<file path="src/rtl/iter_muldiv_pkg.sv">
// iter_muldiv_pkg
//   Shared definitions for the iterative multiply/divide unit: operation
//   mode encodings and the controller state encoding.
package iter_muldiv_pkg;

    // Operation select. Encoding 2'b11 is not listed and behaves as MODE_UMUL.
    localparam logic [1:0] MODE_UMUL = 2'b00;
    localparam logic [1:0] MODE_SMUL = 2'b01;
    localparam logic [1:0] MODE_UDIV = 2'b10;

    // Controller states.
    typedef enum logic [1:0] {
        IDLE = 2'b00,
        RUN  = 2'b01,
        DONE = 2'b10
    } state_t;

endpackage

</file>
<file path="src/rtl/muldiv_step.sv">
// muldiv_step
//   One iteration of the shared multiply/divide datapath, purely
//   combinational. The 2*WIDTH accumulator holds different things per mode:
//     multiply : {partial product high half, multiplier bits not yet used}
//     divide   : {partial remainder, dividend bits not yet used / quotient}
//   Ports:
//     is_div   - 1 selects a restoring-divide step, 0 a shift-add step
//     acc      - current accumulator
//     opnd     - multiplicand (multiply) or divisor (divide)
//     acc_next - accumulator after this iteration
module muldiv_step #(
    parameter int WIDTH = 4
) (
    input  logic                 is_div,
    input  logic [2*WIDTH-1:0]   acc,
    input  logic [WIDTH-1:0]     opnd,
    output logic [2*WIDTH-1:0]   acc_next
);

    logic [WIDTH:0]   sum_s;
    logic [WIDTH:0]   trial_s;
    logic [WIDTH-1:0] diff_s;

    // Single shift-add or restoring-subtract iteration.
    always_comb begin
        // Shift-add: the carry out of the high half becomes the new MSB as
        // the whole accumulator shifts right, so no product bit is lost.
        sum_s    = {1'b0, acc[2*WIDTH-1:WIDTH]}
                 + (acc[0] ? {1'b0, opnd} : {(WIDTH+1){1'b0}});
        // Restoring divide: remainder shifted left with the next dividend
        // bit appended. The true difference always fits in WIDTH bits
        // because the remainder stays below the divisor, so the wrap of the
        // WIDTH-bit subtract is harmless. A zero divisor always "fits",
        // which yields quotient all-ones and remainder equal to the dividend.
        trial_s  = {acc[2*WIDTH-1:WIDTH], acc[WIDTH-1]};
        diff_s   = trial_s[WIDTH-1:0] - opnd;
        acc_next = {(2*WIDTH){1'b0}};
        if (is_div) begin
            if (trial_s >= {1'b0, opnd}) begin
                acc_next = {diff_s, acc[WIDTH-2:0], 1'b1};
            end else begin
                acc_next = {trial_s[WIDTH-1:0], acc[WIDTH-2:0], 1'b0};
            end
        end else begin
            acc_next = {sum_s, acc[WIDTH-1:1]};
        end
    end

endmodule

</file>
<file path="src/rtl/iter_muldiv.sv">
// iter_muldiv
//   Iterative unsigned/signed multiplier and unsigned divider, one bit per
//   clock, with a start/busy/finish handshake. The result is held until the
//   next operation completes.
//   Ports:
//     clk         - clock, rising edge
//     rst         - synchronous active-high reset
//     start       - request an operation (sampled only while idle)
//     mode        - 00 umul, 01 smul, 10 udiv, 11 same as 00
//     a, b        - multiplicand/multiplier or dividend/divisor
//     busy        - high from the cycle after acceptance through the DONE cycle
//     finish      - one-cycle pulse when res/div_by_zero become valid
//     res         - product, or {remainder, quotient} for divide
//     div_by_zero - set with finish for a divide by zero
module iter_muldiv
    import iter_muldiv_pkg::*;
#(
    parameter int WIDTH = 4
) (
    input  logic                 clk,
    input  logic                 rst,
    input  logic                 start,
    input  logic [1:0]           mode,
    input  logic [WIDTH-1:0]     a,
    input  logic [WIDTH-1:0]     b,
    output logic                 busy,
    output logic                 finish,
    output logic [2*WIDTH-1:0]   res,
    output logic                 div_by_zero
);

    localparam int RW    = 2 * WIDTH;
    localparam int CNT_W = $clog2(WIDTH + 1);

    state_t              state_r;
    logic [CNT_W-1:0]    cnt_r;
    logic [RW-1:0]       acc_r;
    logic [WIDTH-1:0]    opnd_r;
    logic                is_div_r;
    logic                neg_r;
    logic                busy_r;
    logic                finish_r;
    logic [RW-1:0]       res_r;
    logic                dbz_r;

    logic [WIDTH-1:0]    a_neg_s;
    logic [WIDTH-1:0]    b_neg_s;
    logic [RW-1:0]       init_acc_s;
    logic [WIDTH-1:0]    init_opnd_s;
    logic                init_div_s;
    logic                init_neg_s;
    logic [RW-1:0]       step_acc_s;
    logic [RW-1:0]       final_s;
    logic                dbz_s;

    // Two's-complement negation of the raw operands, used as magnitudes.
    // The most-negative value negates to itself, which is already its
    // correct unsigned magnitude.
    always_comb begin
        a_neg_s = (~a) + WIDTH'(1);
        b_neg_s = (~b) + WIDTH'(1);
    end

    // Accumulator/operand image loaded when an operation is accepted.
    always_comb begin
        init_acc_s  = {RW{1'b0}};
        init_opnd_s = a;
        init_div_s  = 1'b0;
        init_neg_s  = 1'b0;
        case (mode)
            MODE_SMUL: begin
                init_acc_s  = {{WIDTH{1'b0}}, (b[WIDTH-1] ? b_neg_s : b)};
                init_opnd_s = a[WIDTH-1] ? a_neg_s : a;
                init_neg_s  = a[WIDTH-1] ^ b[WIDTH-1];
            end
            MODE_UDIV: begin
                init_acc_s  = {{WIDTH{1'b0}}, a};
                init_opnd_s = b;
                init_div_s  = 1'b1;
            end
            default: begin
                init_acc_s  = {{WIDTH{1'b0}}, b};
                init_opnd_s = a;
            end
        endcase
    end

    muldiv_step #(
        .WIDTH (WIDTH)
    ) u_step (
        .is_div   (is_div_r),
        .acc      (acc_r),
        .opnd     (opnd_r),
        .acc_next (step_acc_s)
    );

    // Sign fix-up of the final iteration's product and divide-by-zero flag.
    always_comb begin
        if (neg_r) begin
            final_s = (~step_acc_s) + RW'(1);
        end else begin
            final_s = step_acc_s;
        end
        dbz_s = is_div_r & (opnd_r == {WIDTH{1'b0}});
    end

    // Controller, iteration counter, datapath state and output registers.
    always_ff @(posedge clk) begin
        if (rst) begin
            state_r  <= IDLE;
            cnt_r    <= {CNT_W{1'b0}};
            acc_r    <= {RW{1'b0}};
            opnd_r   <= {WIDTH{1'b0}};
            is_div_r <= 1'b0;
            neg_r    <= 1'b0;
            busy_r   <= 1'b0;
            finish_r <= 1'b0;
            res_r    <= {RW{1'b0}};
            dbz_r    <= 1'b0;
        end else begin
            case (state_r)
                IDLE: begin
                    finish_r <= 1'b0;
                    if (start) begin
                        acc_r    <= init_acc_s;
                        opnd_r   <= init_opnd_s;
                        is_div_r <= init_div_s;
                        neg_r    <= init_neg_s;
                        cnt_r    <= {CNT_W{1'b0}};
                        dbz_r    <= 1'b0;
                        busy_r   <= 1'b1;
                        state_r  <= RUN;
                    end else begin
                        busy_r   <= 1'b0;
                        state_r  <= IDLE;
                    end
                end
                RUN: begin
                    acc_r <= step_acc_s;
                    if (cnt_r == CNT_W'(WIDTH - 1)) begin
                        // Last iteration: publish the result straight from
                        // the step output so it is valid in the DONE cycle.
                        cnt_r    <= {CNT_W{1'b0}};
                        res_r    <= final_s;
                        dbz_r    <= dbz_s;
                        finish_r <= 1'b1;
                        state_r  <= DONE;
                    end else begin
                        cnt_r    <= cnt_r + CNT_W'(1);
                        state_r  <= RUN;
                    end
                end
                DONE: begin
                    finish_r <= 1'b0;
                    busy_r   <= 1'b0;
                    state_r  <= IDLE;
                end
                default: begin
                    finish_r <= 1'b0;
                    busy_r   <= 1'b0;
                    cnt_r    <= {CNT_W{1'b0}};
                    state_r  <= IDLE;
                end
            endcase
        end
    end

    assign busy        = busy_r;
    assign finish      = finish_r;
    assign res         = res_r;
    assign div_by_zero = dbz_r;

endmodule

</file>
<file path="config.mk">
export PLATFORM = sky130hd
export DESIGN_NAME = iter_muldiv
export DESIGN_NICKNAME = d
export VERILOG_FILES = /design/src/rtl/iter_muldiv_pkg.sv /design/src/rtl/muldiv_step.sv /design/src/rtl/iter_muldiv.sv
export SDC_FILE = /design/constraint.sdc
export NUM_CORES = 1
export LEC_CHECK = 0
export CORE_MARGIN = 3
export CORE_UTILIZATION = 56
export CTS_CLUSTER_DIAMETER = 100
export DETAILED_ROUTE_END_ITERATION = 10
export GPL_TIMING_DRIVEN = 0
export PLACE_DENSITY = 0.8
export SLEW_MARGIN = 5
export SYNTH_ARGS = -nofsm -noshare
export SYNTH_HDL_FRONTEND = slang
export SYNTH_SLANG_ARGS = --single-unit
</file>
<file path="constraint.sdc">
create_clock -name clk -period 3.6 [get_ports clk]
set_input_delay 0.72 -clock clk [delete_from_list [all_inputs] [get_ports clk]]
set_output_delay 0.72 -clock clk [all_outputs]
set_load 0.005 [all_outputs]
</file>
# ---- Word-level counts from Yosys, hierarchy flattened
# Index checks and enable logic that the tools add are counted.
dict set report word_totals {
  out_inout_bits 11
  register_bits 30
  inputBits 13
  elab_cells 63
}
dict set report classes {
  n_mux 23
  n_bitwise 7
  n_eq_ne 7
  n_addsub 6
  n_reduce_logical 9
  magnitude_cmp 1
}
# operator count
set op_table {}
lappend op_table {{8-bit 2-to-1 mux} 4}
lappend op_table {{4-bit case mux with 2 select lines} 2}
lappend op_table {{8-bit case mux with 2 select lines} 1}
lappend op_table {{4-bit 2-to-1 mux} 3}
lappend op_table {{3-bit case mux with 3 select lines} 1}
lappend op_table {{4-bit by 1-bit adder with 4-bit output, second input constant} 2}
lappend op_table {{8-bit by 1-bit adder with 8-bit output, second input constant} 1}
lappend op_table {{4-bit NOT} 2}
lappend op_table {{8-bit NOT} 1}
lappend op_table {{2-bit AND reduction} 4}
lappend op_table {{1-bit 2-to-1 mux} 6}
lappend op_table {{3-bit 2-to-1 mux} 2}
lappend op_table {{4-bit by 5-bit adder with 5-bit output} 1}
lappend op_table {{5-bit by 4-bit >= comparator with 1-bit output} 1}
lappend op_table {{2-bit by 1-bit equality test with 1-bit output, second input constant} 2}
lappend op_table {{2-bit equality test, second input constant} 2}
lappend op_table {{4-bit zero test} 1}
lappend op_table {{2-bit inequality test, second input constant} 2}
lappend op_table {{1-bit case mux with 2 select lines} 2}
lappend op_table {{2-bit case mux with 2 select lines} 1}
lappend op_table {{4-bit subtractor} 1}
lappend op_table {{3-bit by 1-bit adder with 3-bit output, second input constant} 1}
lappend op_table {{3-bit by 2-bit equality test with 1-bit output, second input constant} 1}
lappend op_table {{3-bit AND reduction} 1}
lappend op_table {{7 further kinds} 8}

# ---- Logic depth before layout (Yosys ltp)
# Gate-level depths: netlist of run 1.
dict set report logic_depth {
  depth_word 6
  depth_mapped 12
  ltp_nobuf 12
}

# ---- Modules after synthesis
# Synthesis of run 1 repeated with hierarchy kept, for this count alone.
dict set report unflattened {
  hier_cells 247
  hier_area_um2 2057.0
}
# mod area_each_um2 instances seq_area_each_um2 cells_each
set modules_own_cells {}
lappend modules_own_cells {iter_muldiv 1561.5 1 600.6 180}
lappend modules_own_cells {muldiv_step 495.5 1 0.0 67}

# ---- Worst setup path after synthesis of run 1
# Ideal clock, no wire load.
dict set report synth_timing {
  path_type {register -> register}
  start {register acc_r[0]}
  end {register res_r[7], in the netlist res[7]}
  required_ns 3.473
  synth_period_minus_slack_ns 2.567
  path_slack_ns 1.033
  path_stages_with_launch 11
  path_buffers 0
  setup_ns 0.127
  t_arrival_ns 2.440
  path_cell_list {dfxtp_1 > and2_1 > ha_1 > inv_1 > fa_1 > nand2b_1 > nand2_1 > nor3_1 > or4_4 > o2111a_1 > or3_1}
}
dict set report synth_between {
  elab_chain_len 6
  elab_cells_between_ends 7
  cone_classes {2 x add/sub; 4 x mux; 1 x bitwise}
}
# item line_no
set synth_lines {}
lappend synth_lines {{start, declared} iter_muldiv.sv:37} ;# logic [RW-1:0] acc_r;
lappend synth_lines {{start signal, assigned} iter_muldiv.sv:112} ;# acc_r <= {RW{1'b0}};
lappend synth_lines {{start signal, assigned} iter_muldiv.sv:125} ;# acc_r <= init_acc_s;
lappend synth_lines {{start signal, assigned} iter_muldiv.sv:139} ;# acc_r <= step_acc_s;
lappend synth_lines {{4-bit 2-to-1 mux} muldiv_step.sv:29} ;# + (acc[0] ? {1'b0, opnd} : {(WIDTH+1){1'b0}});
lappend synth_lines {{4-bit by 5-bit adder with 5-bit output} muldiv_step.sv:29}
lappend synth_lines {{8-bit 2-to-1 mux *} muldiv_step.sv:38} ;# if (is_div) begin
lappend synth_lines {{8-bit NOT} iter_muldiv.sv:100} ;# final_s = (~step_acc_s) + RW'(1);
lappend synth_lines {{8-bit by 1-bit adder with 8-bit output} iter_muldiv.sv:100}
lappend synth_lines {{8-bit 2-to-1 mux *} iter_muldiv.sv:99} ;# if (neg_r) begin
lappend synth_lines {{end signal, assigned} iter_muldiv.sv:118} ;# res_r <= {RW{1'b0}};
lappend synth_lines {{end signal, assigned} iter_muldiv.sv:144} ;# res_r <= final_s;
lappend synth_lines {{end, declared} iter_muldiv.sv:43} ;# logic [RW-1:0] res_r;
# Every way passes the cells marked *; elsewhere a longest branch is shown, timed or not.
# A chain may end at the register's enable or synchronous reset.

# ---- Worst setup path in the final report of run 1
dict set report layout_timing {
  start {register acc_r[3]}
  end {register res_r[6], in the netlist res[6]}
}
dict set report layout_between {
  elab_chain_len 6
  elab_cells_between_ends 7
  cone_classes {2 x add/sub; 1 x order compare; 3 x mux; 1 x bitwise}
}
# item line_no
set layout_lines {}
lappend layout_lines {{4-bit subtractor / 5-bit by 4-bit >= comparator with 1-bit output (equally long branches)} {muldiv_step.sv:36, muldiv_step.sv:39}}
lappend layout_lines {{8-bit 2-to-1 mux} muldiv_step.sv:39} ;# if (trial_s >= {1'b0, opnd}) begin
lappend layout_lines {{8-bit 2-to-1 mux *} muldiv_step.sv:38}
lappend layout_lines {{8-bit NOT} iter_muldiv.sv:100}
lappend layout_lines {{8-bit by 1-bit adder with 8-bit output} iter_muldiv.sv:100}
lappend layout_lines {{8-bit 2-to-1 mux *} iter_muldiv.sv:99}
# Marks and branches as above.

==> results of run 1 <==
==> cells in the mapped netlist, drive strengths merged (7+ instances only) <==
library cell,n,area share
dfxtp,30,0.28
nand2,28,0.050
a21oi,22,0.052
inv,21,0.037
nor2,21,0.037
o21ai,15,0.036
ha,14,0.083
clkbuf,11,0.020
nand2b,8,0.024
nor3,8,0.019
nand3,7,0.017
nor2b,7,0.021
==> layer usage <==
metal	track usage	vias up	wire, um
li1	-	1048	-
met1	0.353	1027	2530
met5	0	-	0
met4	0.122	0	154
met2	0.433	78	2490
met3	0.0582	15	324
==> per-stage QoR <==
| step | hold WS (ns) | instance area [um^2] | utilization | setup slack [ns] |
|---|---|---|---|---|
| after floorplan | 0.448 | 2110 | - | 1.03 |
| after global placement | 0.441 | 2400 | 0.687 | 0.607 |
| after detailed placement | 0.446 | 2400 | 0.687 | 0.610 |
| after CTS | 0.456 | 2540 | 0.728 | 0.571 |
| after global routing | 0.479 | 2540 | 0.728 | 0.275 |
| final | 0.451 | 2540 | 0.728 | 0.526 |
==> sequential cells by signal (all words and copies together), names as in the netlist <==
register     flops
cnt_r            3
acc_r            8
is_div_r         1
res              8
div_by_zero      1
finish           1
state_r          2
neg_r            1
opnd_r           4
busy             1
==> power by group through the flow <==
| stage | Combinational [mW] | Clock (mW) | Sequential, mW |
|---|---|---|---|
| 2_1_floorplan | 0.155 | 0 | 0.362 |
| 3_3_place_gp | 0.213 | 0 | 0.368 |
| 3_5_place_dp | 0.213 | 0 | 0.368 |
| 4_1_cts | 0.217 | 0.429 | 0.361 |
| 5_1_grt | 0.244 | 0.448 | 0.363 |
| 6_report | 0.221 | 0.428 | 0.362 |
==> tightest hold or removal path: cells and delay by family, from the launching register on <==
kind,cells,cell delay [ns]
AOI/OAI and AO/OA,1,0.05
DFF,1,0.31
and+or+nand+nor,1,0.05
==> how the worst max path moves through the flow <==
stage	to	slack, ns	cells after the start
6_report	res[6]	0.53	12
3_5_place_dp	res[6]	0.61	12
2_1_floorplan	res[7]	1.03	10
4_1_cts	res[6]	0.57	12
5_1_grt	res[6]	0.27	12
3_3_place_gp	res[6]	0.61	12
==> area by class of cell <==
| class | instances | area [um^2] | area share |
|---|---|---|---|
| multi-input combinational | 209 | 1380 | 0.542 |
| sequential | 30 | 601 | 0.236 |
| timing repair buffer | 23 | 230 | 0.0905 |
| clock buffer | 6 | 82.6 | 0.0324 |
| inverter | 21 | 78.8 | 0.0310 |
| clock inverter | 2 | 60.1 | 0.0236 |
| tap | 46 | 57.6 | 0.0226 |
| buffer | 13 | 56.3 | 0.0221 |
==> cell families (layout without fill, tap and decap cells) <==
logic type,after synthesis,after routing,share of synthesized area
flops,30,30,0.284
xor+xnor,7,7,0.0290
compound gates,80,80,0.254
mux,3,3,0.0148
fa+ha+maj,16,16,0.102
buf+inv,34,65,0.0639
simple gates,103,103,0.253
==> qor.tcl, run 1 <==
set qor(io_count) 24
set qor(ys_dominant_reg_cell) {dfxtp_1}
set qor(initialDrtViolationCount) 193
set qor(crit_family) {compound AO/OA/AOI/OAI gates}
set qor(yosys_register_bits) 30
set qor(finalCritPeriodShare) 0.854
set qor(grt_start_max_net_pins) 11
set qor(htree_levels) 2
set qor(clock_latency_of_the_later_clocked_register_in_the_worst_skew_pair_ns) 0.29
set qor(hold_end) {res[1]}
set qor(wl_per_cell_um) 15.7
set qor(total_power_mw) 1.01
set qor(crit_path_max_incr_delay_ns) 0.44
set qor(ctsResizeCount) 0
set qor(synth_edf_count) 0
set qor(route.antenna.remaining_nets) 0
set qor(cts.clk_slew.worst_paths_ns) 0.07
set qor(synth.net_count) 302
set qor(timing_max_transition_violations_final) 0
set qor(grt_pass1_vias) 1980
set qor(slew_headroom) 0.602
set qor(min-delay-path-class) {reg2reg}
set qor(die_height_um) 67.5
set qor(layout-drive-gt1-share) 0.0493
set qor(placedCellCount) 342
set qor(tightest_slew_ns) 0.592
set qor(critical_path.slowest_cell) {dfxtp_1}
set qor(final-setup-viol-count) 0
set qor(highest_count_cells_in_the_layout_ignoring_fill_and_taps) {30 x dfxtp_1, 28 x nand2_1, 23 x clkdlybuf4s50_1}
set qor(worst-endpoint-arrival_ns) 3.29
set qor(num_antenna_cells) 0
set qor(rsz_0062_raised_after_global_routing) {false}
set qor(dp_hpwl_um) 4110
set qor(finalCriticalPeriod_ns) 3.07
set qor(die-width_um) 67.5
set qor(finalHoldViolations) 0
set qor(cts.sink_count) 30
set qor(placement_rows) 21
set qor(timing_worst_setup_path_type) {reg2reg}
set qor(drt_drc_violations_left) 0
set qor(grt.overflow.total) 0
set qor(power.density_nw_per_um2) 397
set qor(switching_power_mw) 0.278
set qor(worst_hold_path_cells) 2
set qor(critical_path.startpoint) {acc_r[3]}
set qor(static-leakage-power_nw) 0.997
set qor(initial_utilization) 0.605
set qor(clock_power_share) 0.423
set qor(cts_root_buffer) {clkbuf_8}
set qor(critical_path.reg2reg.startpoint) {acc_r[3]}
set qor(synth-async-reset-ratio) 0
set qor(layout_skew_ns) 0.0105
set qor(core_area_um2) 3490
set qor(syn-cell-area_um2) 2110
set qor(max-clock-path-buffers) 2
set qor(syn_area_per_cell_um2) 7.75
set qor(max_cap_viols) 0
set qor(syn_to_final_growth_pct) 20.4
set qor(synth.yosys.warnings) 0
set qor(synthesis.instances) 273
set qor(run_status) {finished clean}
set qor(rrSetupSlack_ns) 0.53
set qor(design.final.nets) 332
set qor(grt_pass1_wl_um) 9290
set qor(dieArea_um2) 4550
set qor(stdcell_count) 350
set qor(num_vias) 2168
set qor(route.final.wire_length_um) 5500
set qor(worstPathBufferInverterCount) 1
set qor(antenna_found_initial) 0
set qor(postCtsSetupBuffers) 0
set qor(drt_pre_antenna_iters) 5
set qor(hp-start) {res[1]}
set qor(tritoncts) {built}
set qor(filler_cell_count) 308
set qor(crit_path_cell_trace) {inv_1, ha_1, nand2b_1, a21bo_2, a31oi_1, ha_1, nand2_1, nor3_1, nand3b_1, o211a_1, xor2_1, o21ai_0}
set qor(setup_total_negative_slack_ns) 0
set qor(timing.critical_path.to_type) {register}
set qor(route.detailed.vias_per_inst) 6.19
set qor(sw_frac_of_total) 0.275
set qor(critical_path_peak_fanout) 6
set qor(sequential_to_total_area_share_from_yosys_stat) 0.284
set qor(layout.cells.most_common) {dfxtp_1}
set qor(io_buffer_count) 23
set qor(p_int_mw) 0.732
set qor(groute.usage.overall) 0.272
set qor(power.combinational.fraction) 0.218
set qor(total_clock_buffers_created_by_cts) 5
set qor(post_synth_num_cell_types) 58
set qor(max-vdd-ir-drop_mv) 0.364
set qor(timing.critical_path.from_type) {register}
set qor(max_freq_mhz) 325
set qor(hold_buffers) 0
set qor(gpl.final_weighted_congestion) 0.907
set qor(seq_power_share) 0.358
set qor(critical_path.reg2reg.endpoint) {res[6]}
set qor(cp_common_cell) {ha_1}
set qor(length_in_cells_of_the_worst_reg_to_reg_path) 12
set qor(critPathRequiredTime_ns) 3.81
No activity file was read; power rests on OpenSTA's default activity.
==> run 2: changes to the inputs <==
--- a/config.mk
+++ b/config.mk
@@ -11,5 +11,5 @@
 export DETAILED_ROUTE_END_ITERATION = 10
-export GPL_TIMING_DRIVEN = 0
+export GPL_TIMING_DRIVEN = 1
 export PLACE_DENSITY = 0.8
-export SLEW_MARGIN = 5
+export SLEW_MARGIN = 0
 export SYNTH_ARGS = -nofsm -noshare
==> constraint.sdc (replaced) <==
create_clock -name clk -period 3.6 [get_ports clk]
set_input_delay 1.08 -clock clk [delete_from_list [all_inputs] [get_ports clk]]
set_output_delay 1.08 -clock clk [all_outputs]
set_load 0.005 [all_outputs]
==> run 2 against run 1 <==
Against the previous run: critical path depth unchanged; first-iteration DRC count down 41%; sequential cell count unchanged; count of clock-buffer cells in the layout unchanged; critical endpoint unchanged.
==> qor.tcl, run 2 (synthesis gave the netlist of run 1 again) <==
set qor(multi_input_area_um2) 1380 ;# unchanged
set qor(cts_root_buffer) {clkbuf_8}
set qor(wl_per_cell_um) 14.7 ;# -6.3%
set qor(worst-endpoint-arrival_ns) 3.17 ;# -0.12 ns
set qor(postCtsSetupBuffers) 0 ;# unchanged
set qor(highest_count_cells_in_the_layout_ignoring_fill_and_taps) {30 x dfxtp_1, 28 x nand2_1, 23 x clkdlybuf4s50_1}
set qor(length_in_cells_of_the_worst_reg_to_reg_path) 12 ;# unchanged
set qor(timing.critical_path.from_type) {register}
set qor(initialDrtViolationCount) 113 ;# -41%
set qor(antenna_found_initial) 0 ;# unchanged
set qor(max-clock-path-buffers) 2 ;# unchanged
set qor(die-width_um) 67.5 ;# unchanged
set qor(grt_start_max_net_pins) 30 ;# +19
set qor(filler_cell_count) 308 ;# unchanged
set qor(min-delay-path-class) {reg2reg}
set qor(final-setup-viol-count) 0 ;# unchanged
set qor(cts.clk_slew.worst_paths_ns) 0.06 ;# about the same
set qor(dieArea_um2) 4550 ;# unchanged
set qor(route.antenna.remaining_nets) 0 ;# unchanged
set qor(core_area_um2) 3490 ;# unchanged
set qor(run_status) {finished clean}
set qor(hold_ws_ns) 0.452 ;# +0.00134 ns
set qor(route.final.wire_length_um) 5020 ;# -8.7%
set qor(die_height_um) 67.5 ;# unchanged
set qor(static-leakage-power_nw) 0.973 ;# -2.4%
set qor(route.detailed.vias_per_inst) 6.03 ;# -2.7%
set qor(clock_power_share) 0.331 ;# -0.092
set qor(io_count) 24 ;# unchanged
set qor(critical_path_peak_fanout) 6 ;# unchanged
set qor(tightest_slew_ns) 0.553 ;# -0.0391 ns
set qor(total_power_mw) 0.857 ;# -15%
set qor(io_buffer_count) 23 ;# unchanged
set qor(tritoncts) {built}
set qor(worst_setup_slack_after_placement_ns) 0.586 ;# -0.0243 ns
set qor(finalHoldViolations) 0 ;# unchanged
set qor(critPathRequiredTime_ns) 3.80 ;# about the same
set qor(ctsResizeCount) 0 ;# unchanged
set qor(layout-drive-gt1-share) 0.0610 ;# +0.0117
set qor(seq_power_share) 0.422 ;# +0.064
set qor(sw_frac_of_total) 0.312 ;# +0.0371
set qor(setup_total_negative_slack_ns) 0 ;# unchanged
set qor(num_antenna_cells) 0 ;# unchanged
set qor(layout_setup_ws_ns) 0.638 ;# +0.112 ns
set qor(grt.overflow.total) 0 ;# unchanged
set qor(initial_utilization) 0.605 ;# unchanged
set qor(cts.sink_count) 30 ;# unchanged
set qor(max-vdd-ir-drop_mv) 0.290 ;# -20%
set qor(grt_pass1_wl_um) 8330 ;# -10%
set qor(max_freq_mhz) 338 ;# +3.8%
set qor(power.density_nw_per_um2) 347 ;# -13%
set qor(switching_power_mw) 0.267 ;# -3.7%
set qor(layout_skew_ns) 0.00892 ;# -0.00157 ns
set qor(placement_rows) 21 ;# unchanged
set qor(area.sequential_um2) 601 ;# unchanged
set qor(slew_headroom) 0.630 ;# +0.0277
set qor(timing_worst_setup_path_type) {reg2reg}
set qor(num_vias) 2055 ;# -5.2%
set qor(layout.cells.most_common) {dfxtp_1}
set qor(utilization) 0.707 ;# -0.0211
set qor(timing_max_transition_violations_final) 0 ;# unchanged
set qor(design.final.nets) 323 ;# -2.7%
set qor(hold_buffers) 0 ;# unchanged
set qor(worst_hold_path_cells) 2 ;# unchanged
set qor(rsz_0062_raised_after_global_routing) {false}
set qor(timing.critical_path.to_type) {register}
set qor(groute.usage.overall) 0.240 ;# -0.0322
set qor(p_int_mw) 0.590 ;# -19%
set qor(dp_hpwl_um) 3800 ;# -7.4%
set qor(htree_levels) 2 ;# unchanged
set qor(drt_drc_violations_left) 0 ;# unchanged
set qor(max_cap_viols) 0 ;# unchanged
set qor(grt_pass1_vias) 1828 ;# -7.7%
set qor(drt_pre_antenna_iters) 5 ;# unchanged
set qor(syn_to_final_growth_pct) 16.9
set qor(power.combinational.fraction) 0.248 ;# +0.030
set qor(gpl.final_weighted_congestion) 0.938 ;# +3.4%
set qor(finalCriticalPeriod_ns) 2.96 ;# -0.112 ns
set qor(total_clock_buffers_created_by_cts) 5 ;# unchanged
set qor(finalCritPeriodShare) 0.823 ;# -0.0311
set qor(clock_latency_of_the_later_clocked_register_in_the_worst_skew_pair_ns) 0.28 ;# about the same
-- run 2: changes by cell type in the layout (fill, tap and decap cells not counted) --
cell,change
clkbuf_1,-11
clkinv_2,+1
clkinvlp_4,+1
buf_1,-1
buf_4,+4
buf_6,-1
bufinv_16,-2
-- run 2: layout make-up --
type,count,share of cell area
multi-input cells,209,0.558
well taps,46,0.0233
flip-flops and latches,30,0.243
clock inverters,2,0.00506
clock buffers,6,0.0334
inverters,21,0.0319
repair buffers,27,0.105
-- run 2: worst max-delay path, cell delays in order (launching register included) --
cell and delay (ns):
dfxtp_1 0.41, inv_1 0.10, ha_1 0.20, nor4_1 0.28, a21bo_2 0.31, a31oi_1 0.33, ha_1 0.29, nand2_1 0.07
nor3_1 0.26, nand3b_1 0.12, o211a_1 0.23, xor2_1 0.14, o21ai_0 0.14
-- run 2: power groups by stage --
stage	Combinational [mW]	Sequential [mW]	Clock, mW
after floorplan	0.155	0.362	0
after global placement	0.207	0.368	0
after global routing	0.238	0.363	0.304
after CTS	0.210	0.361	0.285
final	0.212	0.361	0.284
after detailed placement	0.208	0.368	0
-- run 2: layer usage --
metal	vias to the layer above	global-route usage	share of wire
li1	1035	-	-
met1	963	0.315	0.48
met3	4	0.0416	0.049
met4	0	0.0684	0.0088
met5	-	0	0
met2	53	0.402	0.47
-- run 2: per-stage QoR --
step,std cells,instance area [um^2]
floorplan,273,2110
global placement,333,2380
detailed placement,333,2380
CTS,341,2470
global route,341,2470
finish,341,2470
-- run 2: worst paths after layout --
check	startpoint	end	slack, ns
worst max-delay path	opnd_r[1]	res[6]	0.64
worst min-delay path	res[2]	res[2]	0.45
worst max register to register	opnd_r[1]	res[6]	0.64
worst min register to register	res[2]	res[2]	0.45
==> run 3: changes to the inputs <==
Clock period 3.6 ns to 2.9 ns, I/O delays scaled along.
==> run 3 against run 2 <==
Against the previous run: count of clock-buffer cells in the layout is the same; power rose by 28%; sequential power up 24%; critical path type unchanged; highest routed layer unchanged.
==> qor.tcl, run 3 (synthesis gave the netlist of run 1 again) <==
set qor(io_buffer_count) 23 ;# unchanged
set qor(rrSetupSlack_ns) 0.13 ;# -0.51 ns
set qor(syn_to_final_growth_pct) 20.4
set qor(worstPathBufferInverterCount) 1 ;# unchanged
set qor(critical_path.startpoint) {acc_r[3]}
set qor(dieArea_um2) 4550 ;# unchanged
set qor(dp_hpwl_um) 4080 ;# +7.2%
set qor(route.final.wire_length_um) 5440 ;# +8.4%
set qor(layout_skew_ns) 0.0102 ;# +0.00126 ns
set qor(die_height_um) 67.5 ;# unchanged
set qor(endpoint) {res[7]}
set qor(critical_path.slowest_cell) {or4_4}
set qor(layout-drive-gt1-share) 0.0987 ;# +0.0377
set qor(drt_drc_violations_left) 0 ;# unchanged
set qor(worst-endpoint-arrival_ns) 2.94 ;# -0.23 ns
set qor(cts_root_buffer) {clkbuf_8}
set qor(timing.critical_path.to_type) {register}
set qor(crit_path_cell_trace) {inv_1, ha_1, nand2b_1, a21boi_1, nor3_1, or4_4, o2111a_1, or3_1}
set qor(timing_worst_setup_path_type) {reg2reg}
set qor(finalHoldViolations) 0 ;# unchanged
set qor(run_status) {finished clean}
set qor(route.detailed.vias_per_inst) 6.03 ;# about the same
set qor(max_freq_mhz) 361 ;# +6.9%
set qor(wl_per_cell_um) 15.5 ;# +5.6%
set qor(max-vdd-ir-drop_mv) 0.387 ;# +33%
set qor(num_vias) 2109 ;# +2.6%
set qor(final-setup-viol-count) 0 ;# unchanged
set qor(critical_path.reg2reg.endpoint) {res[7]}
set qor(io_count) 24 ;# unchanged
set qor(grt_pass1_wl_um) 9140 ;# +9.7%
set qor(hold_ws_ns) 0.455 ;# +0.00242 ns
set qor(placement_rows) 21 ;# unchanged
set qor(design.final.nets) 332 ;# +2.8%
set qor(max_cap_viols) 0 ;# unchanged
set qor(power.density_nw_per_um2) 431 ;# +24%
set qor(crit_family) {simple AND/OR/NAND/NOR gates}
set qor(total_clock_buffers_created_by_cts) 5 ;# unchanged
set qor(max-clock-path-buffers) 2 ;# unchanged
set qor(drt_pre_antenna_iters) 6 ;# +1
set qor(initialDrtViolationCount) 228 ;# +100%
set qor(num_antenna_cells) 0 ;# unchanged
set qor(gpl.final_weighted_congestion) 0.985 ;# +5.0%
set qor(highest_count_cells_in_the_layout_ignoring_fill_and_taps) {28 x nand2_1, 28 x dfxtp_1, 23 x clkdlybuf4s50_1}
set qor(die-width_um) 67.5 ;# unchanged
set qor(postCtsSetupBuffers) 0 ;# unchanged
set qor(critical_path_peak_fanout) 6 ;# unchanged
set qor(cts.sink_count) 30 ;# unchanged
set qor(timing_max_transition_violations_final) 0 ;# unchanged
set qor(htree_levels) 2 ;# unchanged
set qor(rsz_0062_raised_after_global_routing) {false}
set qor(finalCriticalPeriod_ns) 2.77 ;# -0.192 ns
set qor(finalCritPeriodShare) 0.955 ;# +0.133
set qor(static-leakage-power_nw) 1.02 ;# +4.9%
set qor(crit_path_max_incr_delay_ns) 0.50 ;# +0.09 ns
set qor(antenna_found_initial) 0 ;# unchanged
set qor(critical_path.reg2reg.startpoint) {acc_r[3]}
set qor(groute.usage.overall) 0.264 ;# +0.0241
set qor(initial_utilization) 0.605 ;# unchanged
set qor(clock_latency_of_the_later_clocked_register_in_the_worst_skew_pair_ns) 0.28 ;# about the same
set qor(core_area_um2) 3490 ;# unchanged
set qor(tightest_slew_ns) 0.595 ;# +0.0420 ns
set qor(setup_total_negative_slack_ns) 0 ;# unchanged
set qor(grt.overflow.total) 0 ;# unchanged
set qor(route.antenna.remaining_nets) 0 ;# unchanged
set qor(slew_headroom) 0.602 ;# -0.0281
set qor(min-delay-path-class) {reg2reg}
set qor(timing.critical_path.from_type) {register}
set qor(grt_start_max_net_pins) 30 ;# unchanged
set qor(grt_pass1_vias) 1951 ;# +6.7%
set qor(critPathRequiredTime_ns) 3.07 ;# -0.73 ns
set qor(tritoncts) {built}
set qor(worstSetupPathDepth) 8 ;# -4
set qor(length_in_cells_of_the_worst_reg_to_reg_path) 8 ;# -4
set qor(cts.clk_slew.worst_paths_ns) 0.07 ;# about the same
run 3: final cells by class:
class                   instances  area [um^2]
multi-input cells             209         1380
clock inverters                 2         12.5
fillers                       272          948
well taps                      46         57.6
clock buffers                   6         82.6
flip-flops and latches         30          603
inverters                      21         78.8
repair buffers                 36          328
run 3: repair_timing:
action | in CTS | in global routing
resized for setup | 0 | 3
setup endpoints to repair | 0 | 2
hold buffers | 0 | 0
run 3: stage by stage:
step | area, um^2 | utilization | power (mW) | cells | setup WS, ns
after CTS | 2540 | 0.726 | 1.10 | 350 | 0.0758
after global placement | 2440 | 0.699 | 0.739 | 342 | 0.114
final | 2550 | 0.729 | 1.10 | 350 | 0.130
after detailed placement | 2440 | 0.699 | 0.741 | 342 | 0.0884
after floorplan | 2110 | - | 0.643 | 273 | 0.333
after global routing | 2550 | 0.729 | 1.15 | 350 | 0.00517
run 3: per-layer routing:
layer / vias up / share of wire / global-route usage / wire [um]
met4: 0 / 0.019 / 0.116 / 106
met1: 978 / 0.46 / 0.351 / 2500
met5: - / 0 / 0 / 0
met2: 65 / 0.46 / 0.426 / 2510
li1: 1052 / - / - / -
met3: 14 / 0.060 / 0.0349 / 327
run 3: how the worst min path moves through the flow:
stage,start,end,slack [ns],cells after the start
global placement,res[4],res[4],0.44,2
global route,res[4],res[4],0.48,2
finish,res[1],res[1],0.45,2
detailed placement,res[1],res[1],0.45,2
CTS,res[1],res[1],0.46,2
floorplan,res[2],res[2],0.45,2
run 3: worst min-delay path: stages, from the launching register on:
cell,delay (ns)
dfxtp_1,0.31
nand2_1,0.05
a21oi_1,0.05
run 3: where the power goes:
part	internal [mW]	switching, mW
Sequential	0.429	0.0207
Combinational	0.131	0.159
Clock	0.191	0.168
